<file path="src/rtl/eth_sched_pkg.sv">
// eth_sched_pkg: frame-select and FSM state enums plus ARP opcode constants
// shared by the eth_tx scheduler and its ARP retry helper.
package eth_sched_pkg;
   typedef enum logic [1:0] {SEL_NONE, SEL_ARP_RESP, SEL_ARP_RQ, SEL_UDP} tx_sel_t;
   typedef enum logic [1:0] {IDLE, START, BUSY, IFG} state_t;
   localparam logic ARP_OPER_RQ   = 1'b0;
   localparam logic ARP_OPER_RESP = 1'b1;
endpackage

</file>
<file path="src/rtl/eth_tx_sched_arp_retry.sv">
// eth_arp_retry: ARP request pacing -- retry timer, retry counter, backoff
// after exhausted resolution, and the arp_fail pulse.
module eth_arp_retry
   import eth_sched_pkg::*;
#(
   parameter int unsigned ARP_RETRY_CYCLES = 125000000,
   parameter int unsigned ARP_MAX_RETRY    = 3
)(
   input  logic i_aclk,
   input  logic i_aresetn,
   input  logic i_rq_done,
   input  logic i_mac_valid,
   input  logic i_udp_pending,
   output logic o_rq_allow,
   output logic o_arp_fail
);
   localparam int CW = $clog2(ARP_MAX_RETRY + 1);
   logic [31:0]   r_timer;
   logic [CW-1:0] r_cnt;
   logic          r_backoff;
   logic          r_fail;
   logic          w_fail;
   assign w_fail     = i_rq_done & ~i_mac_valid & (r_cnt == CW'(ARP_MAX_RETRY - 1));
   assign o_rq_allow = (r_timer == '0) & ~r_backoff;
   assign o_arp_fail = r_fail;
   // A resolved MAC wipes all retry history so a later loss requests at once.
   always_ff @(posedge i_aclk) begin
      if (!i_aresetn) begin
         r_timer   <= '0;
         r_cnt     <= '0;
         r_backoff <= 1'b0;
         r_fail    <= 1'b0;
      end else begin
         r_fail    <= w_fail;
         r_timer   <= i_mac_valid ? '0 : i_rq_done ? 32'(ARP_RETRY_CYCLES) :
                      (r_timer != '0) ? r_timer - 32'd1 : r_timer;
         r_cnt     <= (i_mac_valid | w_fail) ? '0 : i_rq_done ? r_cnt + CW'(1) : r_cnt;
         r_backoff <= w_fail | (r_backoff & i_udp_pending & ~i_mac_valid);
      end
   end
endmodule

</file>
<file path="src/rtl/eth_tx_sched.sv">
// eth_tx_sched: shares eth_tx between ARP reply, ARP request and UDP frames.
// Optional TX_WATCHDOG_EN adds a per-frame watchdog that abandons a stuck frame.
module eth_tx_sched
   import eth_sched_pkg::*;
#(
   parameter int unsigned IFG_CYCLES       = 12,
   parameter int unsigned ARP_RETRY_CYCLES = 125000000,
   parameter int unsigned ARP_MAX_RETRY    = 3
`ifdef TX_WATCHDOG_EN
   , parameter int unsigned TX_WD_CYCLES   = 65536
`endif
)(
   input  logic       i_aclk,
   input  logic       i_aresetn,
   input  logic       i_arp_resp_req,
   output logic       o_arp_resp_ack,
   input  logic       i_mac_valid,
   input  logic       i_udp_pending,
   input  logic       i_tx_done,
   output logic       o_tx_start,
   output logic [1:0] o_tx_sel,
   output logic       o_arp_oper,
   output logic       o_udp_gate,
   output logic       o_arp_fail,
   output logic       o_tx_timeout
);
   localparam int IW = (IFG_CYCLES > 1) ? $clog2(IFG_CYCLES) : 1;
   state_t        r_state;
   tx_sel_t       r_sel;
   tx_sel_t       w_sel;
   logic          r_tx_start, r_ack, r_oper, r_gate;
   logic [IW-1:0] r_ifg;
   logic          w_rq_allow, w_rq_done, w_wd_exp;
`ifdef TX_WATCHDOG_EN
   localparam int WW = $clog2(TX_WD_CYCLES + 1);
   logic [WW-1:0] r_wd;
   logic          r_timeout;
   assign w_wd_exp     = (r_state == BUSY) & ~i_tx_done & (r_wd == WW'(TX_WD_CYCLES - 1));
   assign o_tx_timeout = r_timeout;
   always_ff @(posedge i_aclk) begin
      if (!i_aresetn) begin
         r_wd      <= '0;
         r_timeout <= 1'b0;
      end else begin
         r_timeout <= w_wd_exp;
         r_wd      <= (r_state != BUSY) ? '0 : (r_wd == WW'(TX_WD_CYCLES - 1)) ? r_wd : r_wd + WW'(1);
      end
   end
`else
   assign w_wd_exp     = 1'b0;
   assign o_tx_timeout = 1'b0;
`endif
   assign w_sel = i_arp_resp_req ? SEL_ARP_RESP :
                  (i_udp_pending & ~i_mac_valid & w_rq_allow) ? SEL_ARP_RQ :
                  (i_udp_pending & i_mac_valid) ? SEL_UDP : SEL_NONE;
   // An abandoned ARP request still counts toward the retry limit.
   assign w_rq_done = (r_state == BUSY) & (r_sel == SEL_ARP_RQ) & (i_tx_done | w_wd_exp);
   eth_arp_retry #(
      .ARP_RETRY_CYCLES(ARP_RETRY_CYCLES),
      .ARP_MAX_RETRY   (ARP_MAX_RETRY)
   ) u_retry (
      .i_aclk       (i_aclk),
      .i_aresetn    (i_aresetn),
      .i_rq_done    (w_rq_done),
      .i_mac_valid  (i_mac_valid),
      .i_udp_pending(i_udp_pending),
      .o_rq_allow   (w_rq_allow),
      .o_arp_fail   (o_arp_fail)
   );
   always_ff @(posedge i_aclk) begin
      if (!i_aresetn) begin
         r_state    <= IDLE;
         r_sel      <= SEL_NONE;
         r_tx_start <= 1'b0;
         r_ack      <= 1'b0;
         r_oper     <= 1'b0;
         r_gate     <= 1'b0;
         r_ifg      <= '0;
      end else begin
         r_tx_start <= 1'b0;
         r_ack      <= 1'b0;
         case (r_state)
            IDLE: if (w_sel != SEL_NONE) begin
               r_state    <= START;
               r_sel      <= w_sel;
               r_tx_start <= 1'b1;
               r_ack      <= (w_sel == SEL_ARP_RESP);
               r_oper     <= (w_sel == SEL_ARP_RESP) ? ARP_OPER_RESP : ARP_OPER_RQ;
            end
            START: begin
               r_state <= BUSY;
               r_gate  <= (r_sel == SEL_UDP);
            end
            BUSY: if (i_tx_done | w_wd_exp) begin
               r_state <= IFG;
               r_gate  <= 1'b0;
               r_ifg   <= IW'(IFG_CYCLES - 1);
            end
            IFG: if (r_ifg == '0) begin
               r_state <= IDLE;
               r_sel   <= SEL_NONE;
               r_oper  <= 1'b0;
            end else begin
               r_ifg <= r_ifg - IW'(1);
            end
            default: r_state <= IDLE;
         endcase
      end
   end
   assign o_tx_start     = r_tx_start;
   assign o_arp_resp_ack = r_ack;
   assign o_tx_sel       = r_sel;
   assign o_arp_oper     = r_oper;
   assign o_udp_gate     = r_gate;
endmodule

</file>
<file path="config.mk">
export PLATFORM = sky130hd
export DESIGN_NAME = eth_tx_sched
export DESIGN_NICKNAME = d
export VERILOG_FILES = /design/src/rtl/eth_sched_pkg.sv /design/src/rtl/eth_tx_sched_arp_retry.sv /design/src/rtl/eth_tx_sched.sv
export SDC_FILE = /design/constraint.sdc
export NUM_CORES = 1
export LEC_CHECK = 0
export CAP_MARGIN = 40
export CORE_ASPECT_RATIO = 1.5
export CORE_MARGIN = 2
export CORE_UTILIZATION = 60
export DETAILED_ROUTE_END_ITERATION = 8
export PLACE_DENSITY_LB_ADDON = 0.05
export SYNTH_ARGS = -nofsm -noshare
export SYNTH_HDL_FRONTEND = slang
export SYNTH_HIERARCHICAL = 1
export SYNTH_SLANG_ARGS = --single-unit
</file>
<file path="constraint.sdc">
create_clock -name i_aclk -period 6.63 [get_ports i_aclk]
set_clock_uncertainty 0.05 [all_clocks]
set_input_delay 1.326 -clock i_aclk [delete_from_list [all_inputs] [get_ports i_aclk]]
set_output_delay 1.326 -clock i_aclk [all_outputs]
set_load 0.02 [all_outputs]
</file>
* Yosys cells after proc, flatten, opt, wreduce, memory -nomap -nowiden
Cells that the tools add are included.
** Word-level totals
- Register bits after elaboration :: 48
- Bits of input ports :: 6
- Output and inout port bits :: 8
** Operators by class
- Add/sub/neg operators :: 3
- Equality and inequality tests :: 11
- Multiplexer cells :: 21
- Bitwise logic cells :: 15
- Reduce and logical (&&, ||, !) cells :: 18
** Operators with widths (number)
- 2-to-1 mux 27 bit :: 2
- zero test 32 bit :: 1
- nonzero test 32 bit :: 1
- subtractor 32 x 1 -> 32 bit, second input constant :: 1
- 2-to-1 mux 2 bit :: 7
- AND reduction 3 bit :: 4
- bitwise AND 1 bit :: 10
- equality test 2 bit, second input constant :: 5
- nonzero test 2 bit :: 5
- 2-to-1 mux 4 bit :: 2
- inequality test 2 bit, second input constant :: 4
- case mux 2 bit (4 select lines) :: 1
- case mux 4 bit (2 select lines) :: 1
- 2-to-1 mux 1 bit :: 5
- equality test 2 x 1 -> 1 bit, second input constant :: 2
- zero test 4 bit :: 1
- case mux 1 bit (2 select lines) :: 2
- case mux 2 bit (2 select lines) :: 1
- AND reduction 2 bit :: 2
- OR reduction 2 bit :: 2
- subtractor 4 x 1 -> 4 bit, second input constant :: 1
- inverter 1 bit :: 3
- OR reduction 3 bit :: 1
- adder 2 x 1 -> 2 bit, second input constant :: 1
- 2 further kinds :: 3

* Logic depth before layout (Yosys ltp)
Gate-level depths: netlist (run 1).
- Depth after elaboration :: 9
- Mapped depth :: 9
- Depth with buffers taken out :: 8

* Cells and area by module
The synthesis (run 1) kept the hierarchy.
** Modules (own cells, without submodules)
- eth_arp_retry :: instances 1, cells an instance 202, area an instance 1798.0 sq um, seq. area each 720.7 sq um
- eth_tx_sched :: instances 1, cells an instance 81, area an instance 739.5 sq um, seq. area each 240.2 sq um

* Worst setup path before layout (run 1)
OpenSTA, ideal clock, no wires.
- Kind :: reg2reg
- Start point :: register u_retry.r_timer[0]
- End point :: register r_sel[1], in the netlist o_tx_sel[1]
- Library setup time :: 0.072 ns
- Data arrival time :: 2.692 ns
- Required time :: 6.508 ns
- Path slack :: 3.816 ns
- Cell stages (with the launch flop) :: 10
- Buffers on the path :: 1
- Cells stage by stage :: dfxtp_1 > inv_1 > ha_1 > or3b_2 > clkbuf_1 > or4_1 > nor4_1 > o21ai_0 > or4b_2 > mux2i_1
** On the way
- Word-level cells in the longest chain between the ends :: 8
- Elaborated cells between the ends (all ways) :: 10
- Classes of those cells :: eq/ne (1); mux (4); bitwise (2); reduce/logical (3)
** RTL lines
- start: declaration :: RTL line eth_tx_sched_arp_retry.sv:18 : logic [31:0] r_timer;
- start signal: assignment :: RTL line eth_tx_sched_arp_retry.sv:35 : r_timer <= i_mac_valid ? '0 : i_rq_done ? 32'(ARP_RETRY_CYCLES) :
- zero test 32 bit (*) :: RTL line eth_tx_sched_arp_retry.sv:24 : assign o_rq_allow = (r_timer == '0) & ~r_backoff;
- bitwise AND 1 bit (*) :: RTL line eth_tx_sched_arp_retry.sv:24
- net w_rq_allow :: RTL line eth_tx_sched.sv:33 : logic w_rq_allow, w_rq_done, w_wd_exp;
- bitwise AND 1 bit (*) :: RTL line eth_tx_sched.sv:54 : (i_udp_pending & ~i_mac_valid & w_rq_allow) ? SEL_ARP_RQ :
- 2-to-1 mux 2 bit (*) :: RTL line eth_tx_sched.sv:54
- 2-to-1 mux 2 bit (*) :: RTL line eth_tx_sched.sv:53 : assign w_sel = i_arp_resp_req ? SEL_ARP_RESP :
- nonzero test 2 bit :: RTL line eth_tx_sched.sv:83 : IDLE: if (w_sel != SEL_NONE) begin
- inequality test 2 bit (no source line)
- AND reduction 3 bit (no source line)
- end signal: assignment :: RTL line eth_tx_sched.sv:85 : r_sel <= w_sel;
- end: declaration :: RTL line eth_tx_sched.sv:29 : tx_sel_t r_sel;
Mark *: on every way through the listed nets, which the timed path passes. The rest lies on a longest branch. The select of a mux whose other input is x is not followed.
A chain may end at the register's enable or synchronous reset.

* Final worst setup path (run 1)
- Start point :: input port i_tx_done
- End point :: register u_retry.r_timer[29]
** On the way
- Word-level cells in the longest chain between the ends :: 2
** RTL lines
- start: declaration :: RTL line eth_tx_sched.sv:19 : input logic i_tx_done,
- bitwise AND 1 bit :: RTL line eth_tx_sched.sv:57 : assign w_rq_done = (r_state == BUSY) & (r_sel == SEL_ARP_RQ) & (i_tx_done | w_wd_exp);
- net w_rq_done :: RTL line eth_tx_sched.sv:33
- OR reduction 3 bit (no source line)
The timed path passes the listed nets, and every way through them passes these cells.

==> flow_summary.ini, run 1 <==
[run_status]
status = finished clean

[worst_hold_path]
hold_path.class = reg2reg
min_to = o_arp_oper
min_path_cells = 1
hold_start = o_arp_oper

[timing]
setup_viol = 0
final.setup.tns_ps = 0
fin_crit_sh_pct = 52.15
final_hold_viol_count = 0
timing.max_slew.rel_slack_pct = 48.21
max_clock_freq_ghz = 0.2892
final.min_clock_period_ps = 3458
rsz0062_at_grt = false
layout_setup_ws_ps = 3172
drv_slew = 0
tightest_slew_ps = 775.1

[synth]
seq_area_frac_synth_pct = 37.87
yosysWarnings = 6
muxShareOfSynthArea_pct = 2.367
synth_simple_gate_area_share_pct = 28.85
synth_nets = 298
ys.flop_type = dfxtp_1
synth_compound_area_share_pct = 19.13
synth_edf_count = 0
ys_types = 61
ys_ff_latch = 48
synth_cells = 283
netlist_area_um2 = 2537
avgSynthCellArea_um2 = 8.966
yosys.area_share.xor_xnor_pct = 3.452
synth_top_family_by_area = simple AND/OR/NAND/NOR gates
async_reset_ff_share_pct = 0
synthAdderAreaFrac_pct = 4.438

[critical_path]
path_buf_inv = 2
worstReg2RegStart = u_retry/r_timer[0]
ff2ff_path_depth = 8
start_kind = primary input
crit_required_ps = 6770
reg2reg_to = o_tx_sel[1]
critical_path.slowest_cell = clkdlybuf4s50_1
reg2reg_slack_ps = 3480
cpPeakStageDelay_ps = 550
criticalPathCategory = in2reg
cp_max_fo = 18
end_kind = register
crit_family = buffers and inverters
arrival_ps = 3600
crit_chain = clkdlybuf4s50_1, and4b_1, clkinv_1, nand2_2, nor2_1, a31o_2

[cells_and_area]
syn2layout_area_growth_pct = 7.791
drive_above_1_share_pct = 8.966
layout_common_cells = dfxtp_1 (48), nor2_1 (23), a21oi_1 (18)
layout.nets = 305
final_common_cell = dfxtp_1
antenna-diode-count = 0
fin_cells = 336

[routing]
via_per_inst = 6.494
routed_wl_mm = 5.423
wl_per_cell_um = 16.14
drt_pre_antenna_iters = 4
ant_nets = 0
drtIter0Drc = 98
drc = 0
route.vias.total = 2182

[placed_design]
dp_cells = 329
dp_slack_ps = 2878
dp_hpwl_mm = 3.976
io_buffers = 12
place.gp.congestion = 0.8271

[clock_network]
insertion_delay_ps = 300
clock_path_buffers = 2
ctsResizeCount = 0
htree_levels = 2
path_clk_slew_ps = 90
root_buffer = clkbuf_8
cts_setup_buffers = 0
hold_buffers = 0
numCtsBuffers = 5
cts.sinks = 48
cts_tree = built

[grt]
grtUsageTotal_pct = 23.58
grt_pass1_wl_mm = 9.059
grt_antenna_before_repair = 0
overflow = 0
grt_max_degree = 22
grt_pass1_vias = 1991

[floorplan]
initial_core_util_pct = 61.34
num_rows = 29
die_h_um = 83.65
die_w_um = 57.10
coreArea_um2 = 4136
dieArea_um2 = 4776
io_pins = 14

[job]
drv_cap = 0
## flip-flops by register name (all words and copies together), names as in the netlist
register and flops:
u_retry/o_arp_fail 1, r_ifg 4, o_arp_oper 1, o_tx_sel 2, u_retry/r_backoff 1, u_retry/r_cnt 2
u_retry/r_timer 32, o_udp_gate 1, r_state 2, o_tx_start 1, o_arp_resp_ack 1
## kinds of logic after synthesis
kind of cell    count (synthesis)
mux                             6
compound gates                 67
buf+inv                        22
xor+xnor                       10
simple gates                  120
flops                          48
other cells                     1
fa+ha+maj                       9
## how the worst max path moves through the flow
| stage | from | end | slack [ps] | cells past startpoint |
|---|---|---|---|---|
| finish | i_tx_done | u_retry/r_timer[29] | 3170 | 6 |
| floorplan | u_retry/r_timer[0] | o_tx_sel[1] | 3820 | 9 |
| global route | i_tx_done | u_retry/r_timer[29] | 3030 | 6 |
| detailed placement | i_tx_done | u_retry/r_timer[29] | 2880 | 6 |
| CTS | i_tx_done | u_retry/r_timer[29] | 3190 | 6 |
| global placement | i_tx_done | u_retry/r_timer[29] | 2950 | 6 |
## Yosys cell counts (3+ instances only)
cell      number  area (um^2)
nor2_1        23        86.33
nand2_1       13        48.80
xor2_1         3        26.28
nand4b_1       3        26.28
o31ai_1        5        37.54
and3_1         3        18.77
and4_1         4        35.03
nand4_1        5        31.28
nor4_1        12        75.07
nand3_1        3        15.01
nor2b_1        3        18.77
nand3b_1       3        22.52
a21oi_1       18        90.09
nor3_1         9        45.04
dfxtp_1       48        960.9
a31oi_1        6        37.54
a211oi_1       5        37.54
or3_1         11        68.82
ha_1           9        112.6
o21ai_0        8        40.04
clkbuf_1       9        33.78
or4_1          4        30.03
nand2b_1       5        31.28
inv_1          9        33.78
nor3b_1        3        22.52
xnor2_1        7        61.31
mux2i_1        6        60.06
## per-layer routing
metal,vias to the layer above,routed length (um),global-route usage [%],share of wire (%)
met2,28,2957,44.41,55
met4,0,46,6.342,0.85
met1,1064,2292,26.55,42
met3,4,127,3.721,2.3
li1,1086,-,-,-
met5,-,0,0,0
## area by class of cell
cell class                 count  area (um^2)
fill                         368         1401
clock inverter                 1        5.005
tap                           46        57.56
multi-input combinational    213         1481
clock buffer                   6        72.57
inverter                      10        37.54
sequential                    48        960.9
timing repair buffer          12        120.1
## per-stage QoR
stage	hold WS (ps)	area [um^2]	util (%)
after CTS	438.4	2735	66.12
final	436.7	2735	66.12
after floorplan	389.2	2537	-
after global routing	466.9	2735	66.12
after global placement	418.1	2658	64.25
after detailed placement	415.4	2658	64.25
Power of run 1 is left out: the tool's default activity adds up to more than one toggle a clock period on the data nets, which glitch-free logic cannot reach.
==> run 2, diff against run 1 <==
CORE_UTILIZATION = 59   (was 60)
clock period = 3.3 ns   (was 6.63 ns; I/O delays follow)
==> flow_summary.ini, run 2 (same netlist as run 1, synthesis figures left out) <==
[cells_and_area]
antenna-diode-count = 0
drive_above_1_share_pct = 10.77
syn2layout_area_growth_pct = 10.06
multi_input_area_um2 = 1481
top_regs = u_retry/r_timer: 32 flops, r_ifg: 4 flops
fill_cells = 343
largest_reg_flops = 32
final_common_cell = dfxtp_1
regMostFlops = u_retry/r_timer
layout.nets = 311
fin_cells = 343
regArea_um2 = 960.9
layout_common_cells = dfxtp_1 (48), nor2_1 (23), a21oi_1 (18)

[critical_path]
path_buf_inv = 1
crit_required_ps = 3480
cp_max_fo = 8
end_kind = register
crit_chain = inv_1, ha_1, or3b_2, or4_1, nor4_1, o21ai_0, or4b_2, mux2i_1
arrival_ps = 3180
start_kind = register
cpPeakStageDelay_ps = 670
ff2ff_path_depth = 8
criticalPathCategory = reg2reg
cp.depth = 8
critical_path.slowest_cell = or4b_2
crit_family = simple AND/OR/NAND/NOR gates

[clock_network]
numCtsBuffers = 5
cts_tree = built
insertion_delay_ps = 300
ctsResizeCount = 0
hold_buffers = 0
htree_levels = 2
cts_setup_buffers = 0
path_clk_slew_ps = 80
clock_path_buffers = 2
cts.sinks = 48
root_buffer = clkbuf_8

[routing]
drt_pre_antenna_iters = 4
drtIter0Drc = 103
routed_wl_mm = 5.419
ant_nets = 0
wl_per_cell_um = 15.80
drc = 0
via_per_inst = 6.437
route.vias.total = 2208

[timing]
rsz0062_at_grt = false
setup_viol = 0
timing.max_slew.rel_slack_pct = 44.28
drv_slew = 0
layout_setup_ws_ps = 297.5
final_hold_viol_count = 0
final.min_clock_period_ps = 3002
final.setup.tns_ps = 0
fin_crit_sh_pct = 90.98
hold_slack_ps = 423.3
tightest_slew_ps = 828.1
max_clock_freq_ghz = 0.3331

[placed_design]
dp_slack_ps = 316.9
place.gp.congestion = 0.8492
dp_hpwl_mm = 3.922
io_buffers = 12
dp_cells = 335

[grt]
grt_max_degree = 21
overflow = 0
grt_pass1_vias = 2072
grt_antenna_before_repair = 0
grtUsageTotal_pct = 23.96
grt_pass1_wl_mm = 9.370

[floorplan]
die_w_um = 57.55
coreArea_um2 = 4173
io_pins = 14
initial_core_util_pct = 60.81
die_h_um = 84.32
dieArea_um2 = 4852
num_rows = 29

[run_status]
status = finished clean

[worst_hold_path]
min_path_cells = 2
hold_path.class = reg2reg

[job]
drv_cap = 0
-- run 2: cell count changes in the layout (fill, tap and decap cells not counted), sizes merged --
cell / before / now
buf: 0 / 6
clkbuf: 6 / 8
clkinv: 2 / 1
-- run 2: cell type report --
| cell class | instances | area share (%) |
|---|---|---|
| timing repair buffer | 18 | 5.914 |
| multi-input combinational | 213 | 53.05 |
| clock buffer | 8 | 3.226 |
| sequential | 48 | 34.41 |
| inverter | 10 | 1.344 |
| tap | 46 | 2.061 |
-- run 2: per-stage QoR --
step                area, um^2  util [%]
floorplan                 2537         -
global placement          2703     64.77
global route              2793     66.93
detailed placement        2703     64.77
CTS                       2793     66.93
finish                    2793     66.93
-- run 2: per-layer routing --
layer	GRT usage, %	routed length (um)	vias up
li1	-	-	1102
met5	0	0	-
met3	4.160	156	10
met2	44.11	2941	36
met1	26.42	2207	1060
met4	9.091	113	0
-- run 2: final timing paths --
kind	startpoint	to	slack, ps
min	u_retry/r_timer[31]	u_retry/r_timer[31]	420
max	u_retry/r_timer[0]	o_tx_sel[1]	300
min reg2reg	u_retry/r_timer[31]	u_retry/r_timer[31]	420
max reg2reg	u_retry/r_timer[0]	o_tx_sel[1]	300
-- run 2: worst min-delay path, delay by kind of cell, from the launching register on --
kind	cells	cell delay [ps]
flops	1	320
mux	1	50
simple gates	1	50
Power of run 2 is left out for the same reason.
==> run 3, diff against run 2 <==
CORE_UTILIZATION = 55   (was 59)
==> flow_summary.ini, run 3 (same netlist as run 1, synthesis figures left out) <==
[run_status]
status = finished clean

[job]
drv_cap = 0

[cells_and_area]
drive_above_1_share_pct = 11.15
final_area_um2 = 2801
syn2layout_area_growth_pct = 10.40
fill_cells = 421
regMostFlops = u_retry/r_timer
final_common_cell = dfxtp_1
largest_reg_flops = 32
antenna-diode-count = 0
layout.nets = 311
top_regs = u_retry/r_timer: 32 flops, r_ifg: 4 flops
layout_common_cells = dfxtp_1 (48), nor2_1 (23), a21oi_1 (18)

[critical_path]
crit_chain = inv_1, ha_1, or3b_2, or4_1, nor4_1, o21ai_0, or4b_2, mux2i_1
arrival_ps = 3210
cpPeakStageDelay_ps = 680
cp_max_fo = 8
path_buf_inv = 1
crit_family = simple AND/OR/NAND/NOR gates
ff2ff_path_depth = 8
end_kind = register
cp.depth = 8
criticalPathCategory = reg2reg
crit_required_ps = 3480
critical_path.slowest_cell = or4b_2
start_kind = register

[grt]
grt_pass1_vias = 2022
grtUsageTotal_pct = 22.60
grt_max_degree = 21
grt_antenna_before_repair = 0
overflow = 0
grt_pass1_wl_mm = 8.970

[worst_hold_path]
hold_path.class = reg2reg
min_path_cells = 2

[routing]
met2_length_mm = 2.835
drtIter0Drc = 75
wl_per_cell_um = 15.74
ant_nets = 0
routed_wl_mm = 5.416
drt_pre_antenna_iters = 4
highest_layer = met4
drc = 0
via_per_inst = 6.276
route.vias.total = 2159
wl_met3_um = 142
met1_length_mm = 2.314

[timing]
max_clock_freq_ghz = 0.3305
drv_slew = 0
fin_crit_sh_pct = 91.69
setup_viol = 0
final.min_clock_period_ps = 3026
timing.max_slew.rel_slack_pct = 49.84
rsz0062_at_grt = false
final.setup.tns_ps = 0
tightest_slew_ps = 746.7
final_hold_viol_count = 0

[floorplan]
die_h_um = 87.19
dieArea_um2 = 5184
io_pins = 14
num_rows = 30
coreArea_um2 = 4467
die_w_um = 59.46
initial_core_util_pct = 56.81

[clock_network]
cts_tree = built
insertion_delay_ps = 290
clock_path_buffers = 2
ctsResizeCount = 0
path_clk_slew_ps = 80
root_buffer = clkbuf_8
cts_setup_buffers = 0
cts.sinks = 48
numCtsBuffers = 5
hold_buffers = 0
htree_levels = 2

[placed_design]
io_buffers = 12
place.gp.congestion = 0.8067
dp_hpwl_mm = 3.942
place_area_um2 = 2705
-- run 3: cell types whose count changed in the layout (fill, tap and decap cells not counted), sizes merged --
cell / before / now
clkbuf: 8 / 7
-- run 3: layer usage --
metal  track usage, %  vias to the layer above
met5                0                        -
met1            25.14                     1017
met2            40.46                       31
met4            9.504                        0
met3            4.458                       10
li1                 -                     1101
-- run 3: through the flow --
stage                     util [%]  std cells  setup WS (ps)  hold slack, ps
after global placement       60.56        337          330.8           405.3
after floorplan                  -        283          486.1           389.2
after detailed placement     60.56        337          291.9           418.0
final                        62.72        344          274.4           429.9
after CTS                    62.72        344          265.1           429.6
after global routing         62.72        344          87.49           458.9
-- run 3: cell type report --
| class | count | area [um^2] | area share (%) |
|---|---|---|---|
| Multi-Input combinational cell | 213 | 1481 | 52.88 |
| Sequential cell | 48 | 960.9 | 34.30 |
| Timing Repair Buffer | 18 | 165.2 | 5.895 |
| Clock buffer | 7 | 96.34 | 3.439 |
| Tap cell | 48 | 60.06 | 2.144 |
| Inverter | 10 | 37.54 | 1.340 |
-- run 3: worst reg2reg max path: cells and delay by family, from the launching register on --
kind | cells | cell delay [ps]
adder cells (fa/ha/maj) | 1 | 190
AND/OR/NAND/NOR | 4 | 1940
multiplexers | 1 | 130
buffers and inverters | 1 | 100
AO/OA/AOI/OAI | 1 | 230
flip-flops | 1 | 330
-- run 3: path summary, 6_finish.rpt --
kind | startpoint | endpoint | slack [ps]
worst min register to register | u_retry/r_timer[31] | u_retry/r_timer[31] | 430
worst min-delay path | u_retry/r_timer[31] | u_retry/r_timer[31] | 430
worst max register to register | u_retry/r_timer[0] | o_tx_sel[1] | 270
worst max-delay path | u_retry/r_timer[0] | o_tx_sel[1] | 270
Power of run 3 is left out for the same reason.
